$ cat src/rtl/xif_coproc_scheduler.sv
// xif_coproc_scheduler: in-order X-interface sequencer feeding a multi-cycle EXU.
// Define XIF_SCHED_PERF_EN to add saturating accepted/killed/result counters.
module xif_coproc_scheduler #(
    parameter int unsigned DEPTH  = 4,
    parameter int unsigned ID_W   = 4,
    parameter logic [6:0]  OPCODE = 7'h42
) (
    input  logic            clk_i,
    input  logic            rst_ni,
    input  logic            issue_valid_i,
    output logic            issue_ready_o,
    input  logic [31:0]     issue_instr_i,
    input  logic [ID_W-1:0] issue_id_i,
    input  logic [31:0]     issue_rs0_i,
    input  logic [31:0]     issue_rs1_i,
    input  logic [1:0]      issue_rs_valid_i,
    output logic            issue_accept_o,
    output logic            issue_writeback_o,
    input  logic            commit_valid_i,
    input  logic [ID_W-1:0] commit_id_i,
    input  logic            commit_kill_i,
    output logic            exu_valid_o,
    input  logic            exu_ready_i,
    output logic [9:0]      exu_funct_o,
    output logic [31:0]     exu_op_a_o,
    output logic [31:0]     exu_op_b_o,
    input  logic            exu_done_i,
    input  logic [31:0]     exu_data_i,
    output logic            result_valid_o,
    input  logic            result_ready_i,
    output logic [ID_W-1:0] result_id_o,
    output logic [4:0]      result_rd_o,
    output logic [31:0]     result_data_o,
    output logic            result_we_o
`ifdef XIF_SCHED_PERF_EN
    ,
    output logic [31:0]     perf_accepted_o,
    output logic [31:0]     perf_killed_o,
    output logic [31:0]     perf_results_o
`endif
);
    localparam int unsigned PW = $clog2(DEPTH);
    localparam int unsigned CW = PW + 1;

    typedef enum logic [1:0] {E_FREE, E_PEND, E_COMMIT, E_KILL} ent_e;
    typedef enum logic [1:0] {S_IDLE, S_DISPATCH, S_WAIT, S_RESULT} state_e;

    ent_e            ent_q   [DEPTH];
    logic [ID_W-1:0] id_q    [DEPTH];
    logic [4:0]      rd_q    [DEPTH];
    logic [9:0]      funct_q [DEPTH];
    logic [31:0]     a_q     [DEPTH];
    logic [31:0]     b_q     [DEPTH];
    logic [PW-1:0]   head_q, tail_q;
    logic [CW-1:0]   count_q;
    state_e          state_q, state_d;
    logic [31:0]     data_q;
    logic            full, push, pop, done, push_hit;
    ent_e            push_st;
    logic            unused_instr;

    assign unused_instr      = ^issue_instr_i[24:15];
    assign full              = count_q == CW'(DEPTH);
    assign issue_ready_o     = !full;
    assign issue_accept_o    = issue_valid_i && issue_instr_i[6:0] == OPCODE && issue_rs_valid_i == 2'b11 && !full;
    assign issue_writeback_o = issue_accept_o;
    assign push              = issue_accept_o;
    // A commit racing the push of its own id lands directly in the new entry.
    assign push_hit          = commit_valid_i && commit_id_i == issue_id_i;
    assign push_st           = !push_hit ? E_PEND : commit_kill_i ? E_KILL : E_COMMIT;
    assign done              = exu_done_i && (state_q == S_WAIT || (state_q == S_DISPATCH && exu_ready_i));

    always_comb begin
        state_d = state_q;
        pop     = 1'b0;
        case (state_q)
            S_IDLE: begin
                state_d = ent_q[head_q] == E_COMMIT ? S_DISPATCH : S_IDLE;
                pop     = ent_q[head_q] == E_KILL;
            end
            S_DISPATCH: state_d = !exu_ready_i ? S_DISPATCH : done ? S_RESULT : S_WAIT;
            S_WAIT:     state_d = done ? S_RESULT : S_WAIT;
            S_RESULT: begin
                state_d = result_ready_i ? S_IDLE : S_RESULT;
                pop     = result_ready_i;
            end
            default:    state_d = S_IDLE;
        endcase
    end

    assign exu_valid_o    = state_q == S_DISPATCH;
    assign exu_funct_o    = exu_valid_o ? funct_q[head_q] : '0;
    assign exu_op_a_o     = exu_valid_o ? a_q[head_q] : '0;
    assign exu_op_b_o     = exu_valid_o ? b_q[head_q] : '0;
    assign result_valid_o = state_q == S_RESULT;
    assign result_id_o    = result_valid_o ? id_q[head_q] : '0;
    assign result_rd_o    = result_valid_o ? rd_q[head_q] : '0;
    assign result_data_o  = result_valid_o ? data_q : '0;
    assign result_we_o    = result_valid_o;

    always_ff @(posedge clk_i or negedge rst_ni) begin
        if (!rst_ni) begin
            state_q <= S_IDLE;
            head_q  <= '0;
            tail_q  <= '0;
            count_q <= '0;
            data_q  <= '0;
            for (int i = 0; i < DEPTH; i++) ent_q[i] <= E_FREE;
        end else begin
            state_q <= state_d;
            count_q <= count_q + CW'(push) - CW'(pop);
            if (push) tail_q <= tail_q + PW'(1);
            if (pop) head_q <= head_q + PW'(1);
            if (done) data_q <= exu_data_i;
            for (int i = 0; i < DEPTH; i++) begin
                if (commit_valid_i && ent_q[i] == E_PEND && id_q[i] == commit_id_i)
                    ent_q[i] <= commit_kill_i ? E_KILL : E_COMMIT;
                if (pop && head_q == PW'(i)) ent_q[i] <= E_FREE;
                if (push && tail_q == PW'(i)) ent_q[i] <= push_st;
            end
        end
    end

    always_ff @(posedge clk_i) begin
        if (push) begin
            id_q[tail_q]    <= issue_id_i;
            rd_q[tail_q]    <= issue_instr_i[11:7];
            funct_q[tail_q] <= {issue_instr_i[31:25], issue_instr_i[14:12]};
            a_q[tail_q]     <= issue_rs0_i;
            b_q[tail_q]     <= issue_rs1_i;
        end
    end

`ifdef XIF_SCHED_PERF_EN
    logic [31:0] perf_acc_q, perf_kill_q, perf_res_q;

    always_ff @(posedge clk_i or negedge rst_ni) begin
        if (!rst_ni) begin
            perf_acc_q  <= '0;
            perf_kill_q <= '0;
            perf_res_q  <= '0;
        end else begin
            if (push && perf_acc_q != '1) perf_acc_q <= perf_acc_q + 32'd1;
            if (pop && state_q == S_IDLE && perf_kill_q != '1) perf_kill_q <= perf_kill_q + 32'd1;
            if (pop && state_q == S_RESULT && perf_res_q != '1) perf_res_q <= perf_res_q + 32'd1;
        end
    end

    assign perf_accepted_o = perf_acc_q;
    assign perf_killed_o   = perf_kill_q;
    assign perf_results_o  = perf_res_q;
`endif
endmodule

$ cat config.mk
export PLATFORM = sky130hd
export DESIGN_NAME = xif_coproc_scheduler
export DESIGN_NICKNAME = d
export VERILOG_FILES = /design/src/rtl/xif_coproc_scheduler.sv
export SDC_FILE = /design/constraint.sdc
export NUM_CORES = 1
export LEC_CHECK = 0
export BUFFER_PORTS_ARGS = -buffer_cell sky130_fd_sc_hd__buf_4
export CAP_MARGIN = 5
export CORE_MARGIN = 2
export CORE_UTILIZATION = 37
export DETAILED_ROUTE_END_ITERATION = 12
export PLACE_DENSITY_LB_ADDON = 0.2
export SLEW_MARGIN = 30
export SYNTH_ARGS = -nofsm -noshare
export SYNTH_HDL_FRONTEND = slang
export SYNTH_SLANG_ARGS = --single-unit
$ cat constraint.sdc
create_clock -name clk_i -period 3.5 [get_ports clk_i]
set_input_delay 0.175 -clock clk_i [delete_from_list [all_inputs] [get_ports clk_i]]
set_output_delay 0.175 -clock clk_i [all_outputs]
set_load 0.01 [all_outputs]
==> metrics <==
cell count after synthesis 777; crit path launch type flip-flop; asr flop ratio synth 12.9%; Total GRT Usage 15.8%; Site Rows 74; Nets 1336; status finished, final reports clean; Clock Root Buffer clkbuf_16; Reg clk slew, reported paths 0.06 ns; Power Dens Cells 668 nW/um2; grt ovf 0; max incr delay on CP 0.54 ns; cell taking the most area after synthesis edfxtp_1; TritonCTS Buffers 43; Worst Path Required 3.97 ns; RR Startpoint head_q[0]$_DFFE_PN0P_; Peak VDD IR 0.483 mV; post-synth top area share 65.0%; Final Max Tran Viols 0; syn nets 939; clock tree from TritonCTS yes; most used flip-flop cell after synthesis edfxtp_1; Fmax achieved 358 MHz; worst-path cell chain mux4_2 > a32oi_2 > nor2_2 > ha_1 > inv_1 > ha_1 > inv_1 > fa_1 > xnor2_1 > xnor2_1; Bufs on Longest Clock Path 3; Worst-Skew Late Latency 0.55 ns; Worst Path Max Fanout 5; WL final 33.6 mm; reg2reg end count_q[2]$_DFF_PN0_; drt drc 0; initial antenna violation count 2; drt first pass iters 4; slew of the pin with the lowest slew margin 0.755 ns; Worst Hold Class primary input to flip-flop; chip height 208 um; Ys Warns 0; Slew HR 49.7%; kind of critical path flip-flop to flip-flop; DR WL/cell 19.3 um; Max Cap Viol 0; Placed Cells 1541; post-CTS sizing 0; core area 40900 um2; period utilisation layout 79.8%; Finished Layout Cells 1739; worst path arrival time 3.26 ns; post-synthesis sequential area ratio 73.0%; final setup vio count 0; Post-CTS Setup Inserts 0; layout cells sized above 1 37.9%; Die ar. 43100 um2; RSZ-0062 raised after global routing no; FF/Latch Area 11200 um2; setup tns final 0 ns; count leader, synth edfxtp_1; Clock Skew 0.0129 ns; Filler cells 3419; leakage power 7.49 nW; antenna-violating nets left 0; multi-input logic area 3890 um2; Hold Startpoint exu_ready_i; IO Pins 267; vias per inst 4.79; first-pass GRT wire length 52.5 mm; WHS Endpoint state_q[0]$_DFF_PN0_; synthesis-to-finish area growth 33.8%; hold depth 4; Iteration-0 DRC Markers 375; Slowest-stage cell, CP mux4_2; gpl congestion 0.727; Final Critical Period 2.79 ns; Netlist cell types 37; hpwl dp 20.4 mm; synth top area cells edfxtp_1 65%, mux4_2 12%, dfrtp_1 8.0%; largest net degree at the start of global routing 87; worst r2r path cells 10; Syn Area/Cell 19.7 um2; Starting Density 37.5%; H-tree depth 2; vias in the first global route 9133; Post-synth EDFFs 332; Vias 8322; Fin. Hold Viols 0; flop2flop setup slack 0.71 ns; Seq cells post-synth 381; Post-Syn Area 15300 um2; chip width 208 um; critical path endpoint category flip-flop; top cells by count, synth 332 x edfxtp_1, 116 x and2_1, 85 x mux4_2; clk sink count 381; port buffer count 256
-- kinds of logic after synthesis --
kind of cell | Yosys count | synth area share [%]
flip-flops | 381 | 73.0
AND/OR/NAND/NOR | 149 | 6.04
multiplexers | 118 | 14.9
buffers and inverters | 60 | 1.72
AO/OA/AOI/OAI | 29 | 1.61
XOR/XNOR | 24 | 1.37
adder cells (fa/ha/maj) | 16 | 1.35
-- worst max-delay path: cells and delay by family (launching register included) --
kind	cells	cell delay, ns
and+or+nand+nor	1	0.14
muxes	1	0.54
AOI/OAI and AO/OA	1	0.35
adders and majority gates	3	0.82
buffers and inverters	2	0.10
DFF	1	0.45
xor gates and xnor gates	2	0.32
-- stage by stage --
| step | power, mW | hold WS (ns) | cell area, um2 | worst slack, ns | util (%) |
|---|---|---|---|---|---|
| after floorplan | 7.93 | -0.121 | 15300 | 0.781 | - |
| after global placement | 9.58 | 0.249 | 18000 | 0.723 | 44.0 |
| after detailed placement | 9.60 | 0.247 | 18000 | 0.700 | 44.0 |
| after CTS | 14.0 | 0.0106 | 20500 | 0.635 | 50.2 |
| after global routing | 14.5 | 0.0513 | 20500 | 0.523 | 50.2 |
| final | 13.7 | 0.0420 | 20500 | 0.709 | 50.2 |
-- state kept, by name, indices dropped and copies added (netlist names) --
register / count
a_q: 128
head_q: 2
ent_q: 8
funct_q: 40
data_q: 32
rd_q: 20
b_q: 128
count_q: 3
id_q: 16
tail_q: 2
state_q: 2
-- power breakdown --
group | switching [mW] | internal [mW] | leakage, nW
clock | 1.71 | 2.51 | 0.631
sequential | 0.142 | 5.20 | 3.56
combinational | 1.91 | 2.25 | 3.30
total | 3.76 | 9.96 | 7.49
-- how the worst max path moves through the flow --
stage          slack [ns]              endpoint             startpoint  cells after the start
2_1_floorplan        0.78   a_q[0][0]$_DFFE_PP_       issue_instr_i[3]                      3
3_3_place_gp         0.72  count_q[2]$_DFF_PN0_  head_q[0]$_DFFE_PN0P_                     10
3_5_place_dp         0.70  count_q[2]$_DFF_PN0_  head_q[0]$_DFFE_PN0P_                     10
4_1_cts              0.64        result_rd_o[3]  head_q[0]$_DFFE_PN0P_                      4
5_1_grt              0.52  count_q[2]$_DFF_PN0_  head_q[0]$_DFFE_PN0P_                     10
6_report             0.71  count_q[2]$_DFF_PN0_  head_q[0]$_DFFE_PN0P_                     10
-- cell usage in the layout (no fill, tap or decap), drive strengths merged, types with 15 or more instances in the layout --
master,instances
edfxtp,332
dfrtp,49
dlygate4sd3,120
mux4,85
and2,120
mux2,33
buf,275
clkbuf,62
xnor2,20
ha,15
inv,19
-- metal layers --
layer	wire length [um]	share of wire (%)	track usage, %	vias up
met5	0	0	0	-
met4	833	2.5	5.45	0
met3	2160	6.4	4.08	54
met2	16600	50	26.7	229
met1	14000	42	19.7	4198
li1	-	-	-	3841
-- repair_timing --
action / CTS / global route
endpoints found under the hold margin: 417 / 0
hold buffers: 120 / 0
endpoints found under the setup margin: 0 / 0
-- final cells by class --
class | count | area share (%)
flip-flops and latches | 381 | 54.6
multi-input cells | 336 | 18.9
repair buffers | 395 | 16.5
clock buffers | 62 | 5.59
well taps | 532 | 3.24
clock inverters | 14 | 0.804
inverters | 17 | 0.311
diodes | 2 | 0.0244
(Power assumes the default switching activity.)
